File: config.mk
export PLATFORM = sky130hd
export DESIGN_NAME = servant_uart_rx
export DESIGN_NICKNAME = d
export VERILOG_FILES = /design/src/rtl/servant_uart_rx.sv
export SDC_FILE = /design/constraint.sdc
export NUM_CORES = 1
export LEC_CHECK = 0
export CORE_MARGIN = 3
export CORE_UTILIZATION = 50
export CTS_CLUSTER_DIAMETER = 60
export DETAILED_ROUTE_END_ITERATION = 12
export PLACE_DENSITY = 0.79
export SYNTH_ARGS = -nofsm -noshare
export SYNTH_HDL_FRONTEND = slang
export SYNTH_SLANG_ARGS = --single-unit
export TNS_END_PERCENT = 50
File: constraint.sdc
create_clock -name i_wb_clk -period 4.08 [get_ports i_wb_clk]
set_clock_uncertainty 0.2 [all_clocks]
set_input_delay 0.612 -clock i_wb_clk [delete_from_list [all_inputs] [get_ports i_wb_clk]]
set_output_delay 0.612 -clock i_wb_clk [all_outputs]
set_load 0.1 [all_outputs]
File: src/rtl/servant_uart_rx.sv
// servant_uart_rx: 8N1 UART receiver with a small receive FIFO behind a two-register Wishbone slave
module servant_uart_rx #(
  parameter int CLKS_PER_BIT = 278,
  parameter int FIFO_AW = 2
) (
  input  logic        i_wb_clk,
  input  logic        i_wb_rst_n,
  input  logic        i_rx,
  input  logic        i_wb_adr,
  input  logic [31:0] i_wb_dat,
  input  logic        i_wb_we,
  input  logic        i_wb_cyc,
  output logic [31:0] o_wb_rdt,
  output logic        o_wb_ack,
  output logic        o_irq
);
  localparam int DEPTH = 1 << FIFO_AW;
  localparam int NW = FIFO_AW + 1;
  localparam int CW = $clog2(CLKS_PER_BIT + 1);
  localparam logic [CW-1:0] FULL_BIT = CW'(CLKS_PER_BIT);
  localparam logic [CW-1:0] HALF_BIT = CW'(CLKS_PER_BIT / 2);
  typedef enum logic [1:0] {IDLE, START, DATA, STOP} state_t;
  state_t state_q, state_d;
  logic [CW-1:0] cnt_q, cnt_d;
  logic [2:0] bit_q, bit_d;
  logic [7:0] shift_q, shift_d;
  logic rx_meta_q, rx_s_q;
  logic expired, push, frame_err;
  logic [7:0] mem_q [DEPTH];
  logic [FIFO_AW-1:0] wr_q, rd_q;
  logic [NW-1:0] count_q, count_d;
  logic ovr_q, ovr_d, ferr_q, ferr_d, irq_q, ack_q;
  logic [31:0] rdt_q, rdt_d;
  logic bus_start, nonempty, full, pop, push_ok, clr_wr;
  logic unused_dat;
  assign unused_dat = ^{i_wb_dat[31:4], i_wb_dat[1:0]};
  assign expired = cnt_q <= CW'(1);
  // Bit timing: the counter reaches 1 exactly on the mid-bit sample edge
  always_comb begin
    state_d = state_q;
    cnt_d = (state_q == IDLE) ? cnt_q : cnt_q - CW'(1);
    bit_d = bit_q;
    shift_d = shift_q;
    push = 1'b0;
    frame_err = 1'b0;
    case (state_q)
      IDLE: if (!rx_s_q) begin
        state_d = START;
        cnt_d = HALF_BIT;
      end
      START: if (expired) begin
        state_d = rx_s_q ? IDLE : DATA;
        cnt_d = FULL_BIT;
        bit_d = 3'd0;
      end
      DATA: if (expired) begin
        shift_d = {rx_s_q, shift_q[7:1]};
        bit_d = bit_q + 3'd1;
        cnt_d = FULL_BIT;
        state_d = (bit_q == 3'd7) ? STOP : DATA;
      end
      STOP: if (expired) begin
        state_d = IDLE;
        push = rx_s_q;
        frame_err = !rx_s_q;
      end
      default: state_d = IDLE;
    endcase
  end
  // Synchronizer and receiver state; the line idles high so the sync flops reset to 1
  always_ff @(posedge i_wb_clk) begin
    if (!i_wb_rst_n) begin
      rx_meta_q <= 1'b1;
      rx_s_q <= 1'b1;
      state_q <= IDLE;
      cnt_q <= '0;
      bit_q <= '0;
      shift_q <= '0;
    end else begin
      rx_meta_q <= i_rx;
      rx_s_q <= rx_meta_q;
      state_q <= state_d;
      cnt_q <= cnt_d;
      bit_q <= bit_d;
      shift_q <= shift_d;
    end
  end
  assign bus_start = i_wb_cyc & !ack_q;
  assign nonempty = count_q != '0;
  assign full = count_q == NW'(DEPTH);
  assign pop = bus_start & !i_wb_we & !i_wb_adr & nonempty;
  assign push_ok = push & (!full | pop);
  assign clr_wr = bus_start & i_wb_we & i_wb_adr;
  assign count_d = count_q + NW'(push_ok) - NW'(pop);
  assign ovr_d = (push & full & !pop) | (ovr_q & !(clr_wr & i_wb_dat[2]));
  assign ferr_d = frame_err | (ferr_q & !(clr_wr & i_wb_dat[3]));
  assign rdt_d = !bus_start ? 32'd0 :
                 i_wb_adr ? {24'd0, 4'(count_q), ferr_q, ovr_q, full, nonempty} :
                 {23'd0, nonempty, nonempty ? mem_q[rd_q] : 8'h00};
  // FIFO storage needs no reset: entries are only visible once counted
  always_ff @(posedge i_wb_clk) begin
    if (push_ok) mem_q[wr_q] <= shift_q;
  end
  // FIFO pointers, sticky flags and the Wishbone response
  always_ff @(posedge i_wb_clk) begin
    if (!i_wb_rst_n) begin
      wr_q <= '0;
      rd_q <= '0;
      count_q <= '0;
      ovr_q <= 1'b0;
      ferr_q <= 1'b0;
      irq_q <= 1'b0;
      ack_q <= 1'b0;
      rdt_q <= '0;
    end else begin
      wr_q <= wr_q + FIFO_AW'(push_ok);
      rd_q <= rd_q + FIFO_AW'(pop);
      count_q <= count_d;
      ovr_q <= ovr_d;
      ferr_q <= ferr_d;
      irq_q <= count_d != '0;
      ack_q <= bus_start;
      rdt_q <= rdt_d;
    end
  end
  assign o_wb_rdt = rdt_q;
  assign o_wb_ack = ack_q;
  assign o_irq = irq_q;
endmodule

# Yosys cells after proc, flatten, opt, wreduce, memory -nomap -nowiden
# Memories as Yosys holds them, arrays and structs flattened. A register that Yosys moved wholly into a read port is not among the register bits.
# Index checks and enable logic that the tools add are counted.
dict set report word_totals {
  ff_bits 67
  latch_bits 0
  ramBits 32
  mem_bits_ro 0
  in_bits 38
  output_inout_bits 34
  word_cells 94
  memories 1
}
dict set report classes {
  add_sub_neg 6
  n_mul 0
  div_mod_pow 0
  order_cmp 1
  n_eq_ne 9
  shift 0
  n_mux 23
  n_bitwise 19
  reduce_logical 19
}
# name words width read_ports rd_ports_with_merged_regs wr line_no
set memory_table {}
lappend memory_table {mem_q 4 8 1 1 1 29} ;# logic [7:0] mem_q [DEPTH];
# op n
set op_table {}
lappend op_table {{$mux 9} 3}
lappend op_table {{$pmux 9 s2} 1}
lappend op_table {{$mux 7} 2}
lappend op_table {{$and 1x1->1} 13}
lappend op_table {{$mux 2} 6}
lappend op_table {{$le 9x1->1 const B} 1}
lappend op_table {{$sub 9x1->9 const B} 1}
lappend op_table {{$logic_not 1->1} 8}
lappend op_table {{$ne 2x2->1 const B} 4}
lappend op_table {{$pmux 2 s4} 1}
lappend op_table {{$mux 1} 7}
lappend op_table {{$eq 3x3->1 const B} 2}
lappend op_table {{$mux 3} 2}
lappend op_table {{$pmux 3 s2} 1}
lappend op_table {{$reduce_bool 3->1} 2}
lappend op_table {{$add 2x1->2} 2}
lappend op_table {{$eq 2x2->1 const B} 2}
lappend op_table {{$reduce_and 2->1} 2}
lappend op_table {{$reduce_and 4->1} 1}
lappend op_table {{$reduce_or 4->1} 1}
lappend op_table {{$add 3x1->3} 1}
lappend op_table {{$add 3x1->3 const B} 1}
lappend op_table {{$not 1->1} 3}
lappend op_table {{$or 1x1->1} 3}
lappend op_table {{other kinds (7)} 7}

# Logic depth before layout (Yosys ltp)
dict set report depth {
  word_depth 10
  mapped_depth 12
  ltp_nobuf 11
}

# Worst setup path after synthesis
# Ideal clock, no wire load.
dict set report synth_timing {
  kind {flip-flop to flip-flop}
  startpoint {register ack_q (netlist: o_wb_ack)}
  endpoint {register irq_q (netlist: o_irq)}
  setup_ps 120
  arrival_ps 3139
  required_time_ps 3760
  slack_ps 622
  stages_incl_launch_ff 11
  path_buffers 1
  period_less_slack_ps 3458
  cell_sequence {dfxtp_1 > or4b_1 > and3_1 > or3_1 > buf_6 > ha_1 > inv_1 > ha_1 > fa_1 > xnor2_1 > o31a_1}
}
dict set report synth_via {
  elab_chain_len 10
}
# item line_no
set synth_lines {}
lappend synth_lines {{from (decl)} 32} ;# logic ovr_q, ovr_d, ferr_q, ferr_d, irq_q, ack_q;
lappend synth_lines {{from (signal assigned)} 122} ;# ack_q <= bus_start;
lappend synth_lines {{$logic_not 1->1 *} 88} ;# assign bus_start = i_wb_cyc & !ack_q;
lappend synth_lines {{$and 1x1->1 *} 88}
lappend synth_lines {{$and 1x1->1 * (3 in a row)} 91} ;# assign pop = bus_start & !i_wb_we & !i_wb_adr & nonempty;
lappend synth_lines {{$or 1x1->1} 92} ;# assign push_ok = push & (!full | pop);
lappend synth_lines {{$and 1x1->1} 92}
lappend synth_lines {{$add 3x1->3} 94} ;# assign count_d = count_q + NW'(push_ok) - NW'(pop);
lappend synth_lines {{$sub 3x1->3 *} 94}
lappend synth_lines {{$reduce_bool 3->1 *} 121} ;# irq_q <= count_d != '0;
lappend synth_lines {{to (signal assigned)} 112} ;# irq_q <= 1'b0;
lappend synth_lines {{to (signal assigned)} 121}
lappend synth_lines {{to (decl)} 32}
# Every way passes the cells marked *; elsewhere a longest branch is shown, timed or not.
# A chain may end at the register's enable or synchronous reset.

# Worst setup path after layout
dict set report layout_timing {
  startpoint {input i_wb_adr}
  endpoint {register irq_q (netlist: o_irq)}
}
dict set report layout_via {
  elab_chain_len 8
}
# item line_no
set layout_lines {}
lappend layout_lines {{from (decl)} 9} ;# input logic i_wb_adr,
lappend layout_lines {{$logic_not 1->1 *} 91}
lappend layout_lines {{$and 1x1->1 * (2 in a row)} 91}
lappend layout_lines {{$or 1x1->1} 92}
lappend layout_lines {{$and 1x1->1} 92}
lappend layout_lines {{$add 3x1->3} 94}
lappend layout_lines {{$sub 3x1->3 *} 94}
lappend layout_lines {{$reduce_bool 3->1 *} 121}
# Marked as above.

==> results.toml <==
[route]
drt_iter0_markers = 105
vias_per_cell = 5.40
postRouteAntennaNets = 0
wire_per_inst_um = 14.8
finalWirelength_um = 5870
drc_errors = 0
vias = 2145
firstDrtPassIters = 4

[power]
peakVddDrop_mv = 0.167
combPwrFrac_pct = 20.5
p_clk_share_pct = 31.0
power.density_nw_per_um2 = 466
seq_power_share_pct = 48.5
p_sw_mw = 0.543
power.leakage_nw = 1.37
p_int_mw = 1.20
switching_share_pct = 31.2

[synth]
synth_cells = 296
synth-edff-count = 32
synth_area_leaders = "edfxtp_1 28%, dfxtp_1 26%, mux4_2 5.3%, buf_4 5.1%, ha_1 4.4%"
yosysSeqAreaShare_pct = 54.6
syn_area_sq_um = 3380
synth_top_area_cell = "edfxtp_1"
avgSynthCellArea_sq_um = 11.4
synth.distinct_cells = 52
ys.flop_type = "dfxtp_1"
synth_seq_cells = 76
yosys_warnings = 0
ys_async_sr_fraction_pct = 0
yosysTopAreaCellShare_pct = 28.5

[sta]
hold_slack_ps = 209
tightest_slew_ps = 973
grt_setup_unrepaired = "no"
slew_viol_final = 0
period_needed_ps = 3450
finalSetupViolCount = 0
report.final.hold_viol_count = 0
fin_tns_setup_ps = 0
fmax_mhz = 290
min_period_over_period_pct = 84.5
max-slew-margin-rel_pct = 34.9

[floorplan]
rows = 29
die_x_um = 88.2
die_area_sq_um = 7770
io-pin-count = 72
die_y_um = 88.2
initial_core_util_pct = 52.3
core-area_sq_um = 6460

[layout]
layout_common_cells = "44 x dfxtp_1, 32 x edfxtp_1, 25 x nand2_1"
layout.cells.most_common = "dfxtp_1"
fin_nets = 366
final_util_pct = 57.7
diodes = 0
drive_gt1_share_pct = 11.3
stdcell_count = 397
area_growth_syn_to_layout_pct = 10.5

[critical_path]
ff2ff_path_depth = 9
critPathLaunchType = "input port"
crit_required_ps = 4110
cp-end-kind = "flip-flop"
path_class = "in -> reg"
cp.arrival_ps = 3480
crit_fanout = 2

[place]
io_buffers = 18
dp.cells = 381
hpwl_um = 4090
globalplace.congestion = 0.856

[clock_network]
htreeDepth = 3
path_clk_slew_ps = 70
cts_inserted_buffers = 9
clkLatencyLatePin_ps = 340
cts_resized = 0
postCtsHoldBufs = 0
clock-sinks = 76
cts_root_buf = "clkbuf_8"
cts_tree = "built"
cts_buffer_depth = 2
cts_setup_buffers = 0

[job]
max_cap_viol_count = 0

[global_route]
track_usage_pct = 16.4
grt_start_max_net_pins = 47
grt_pass1_vias = 1968
overflow = 0
antenna_found_initial = 0
grt_pass1_wl_um = 9550

[min_path]
min_path_cells = 1
hp-class = "reg -> reg"

[run_status]
status = "finished, final reports clean"
[sequential cells by signal, summed over array words and instances (netlist names), 2 cells and up, named ones only]
| register | flops |
|---|---|
| mem_q | 32 |
| cnt_q | 9 |
| o_wb_rdt | 9 |
| shift_q | 8 |
| bit_q | 3 |
| count_q | 3 |
| rd_q | 2 |
| wr_q | 2 |
[worst max-delay path, stage by stage]
cell	delay, ps
clkdlybuf4s50_1	410
or4b_1	560
and3_1	210
or3_1	400
ha_1	290
inv_1	40
ha_1	180
fa_1	380
xnor2_1	150
o31a_1	250
[power groups by stage]
stage | Combinational (mW) | Clock [mW] | Sequential, mW
floorplan | 0.311 | 0 | 0.855
global placement | 0.345 | 0 | 0.858
detailed placement | 0.351 | 0 | 0.860
CTS | 0.353 | 0.551 | 0.842
global route | 0.392 | 0.585 | 0.848
finish | 0.356 | 0.539 | 0.843
[layout make-up]
type | instances | area [sq um]
clock buffer | 11 | 131
tap | 77 | 96.3
timing repair buffer | 24 | 225
fill | 519 | 2730
sequential | 76 | 1840
multi-input combinational | 194 | 1340
clock inverter | 5 | 55.1
inverter | 10 | 38.8
[routing by layer]
layer	track usage [%]	routed length, um
met1	22.0	2840
met2	25.0	2690
met3	3.01	235
met4	9.07	108
met5	0	0
[cell families after synthesis]
| group | count (synthesis) | share of synthesized area, % |
|---|---|---|
| flip-flops | 76 | 54.6 |
| other | 1 | 0.111 |
| AO/OA/AOI/OAI | 46 | 9.67 |
| adder cells (fa/ha/maj) | 13 | 5.04 |
| buffers and inverters | 48 | 8.15 |
| XOR/XNOR | 5 | 1.30 |
| AND/OR/NAND/NOR | 97 | 15.2 |
| multiplexers | 10 | 5.93 |
[stage by stage]
step	setup WS [ps]	cell area [sq um]	power, mW
after global routing	523	3730	1.83
after detailed placement	281	3540	1.21
after global placement	288	3540	1.20
final	631	3730	1.74
after CTS	644	3730	1.75
after floorplan	622	3460	1.17
[cell usage after synthesis, types with 2 or more instances]
library cell  instances
dfxtp_1              44
edfxtp_1             32
nand2_1              25
buf_4                23
nor2_1               16
clkbuf_1             14
ha_1                 12
nand3_1              12
o21ai_0              12
inv_1                 9
and2_1                8
mux4_2                8
a21boi_0              5
nand4_1               5
nor3_1                5
a21oi_1               4
nand2b_1              4
o22ai_1               4
or3_1                 4
a32o_1                3
and3_1                3
nor2b_1               3
o211ai_1              3
xor2_1                3
mux2i_1               2
nor3b_2               2
o221a_2               2
o31a_1                2
or2_2                 2
or4_1                 2
xnor2_1               2
[worst paths after layout]
kind	startpoint	end	slack [ps]
min	rx_meta_q	rx_s_q	210
max	i_wb_adr	o_irq	630
min reg2reg	rx_meta_q	rx_s_q	210
max reg2reg	cnt_q[7]	o_irq	850
Note: power is estimated with default switching activity, not from simulation.
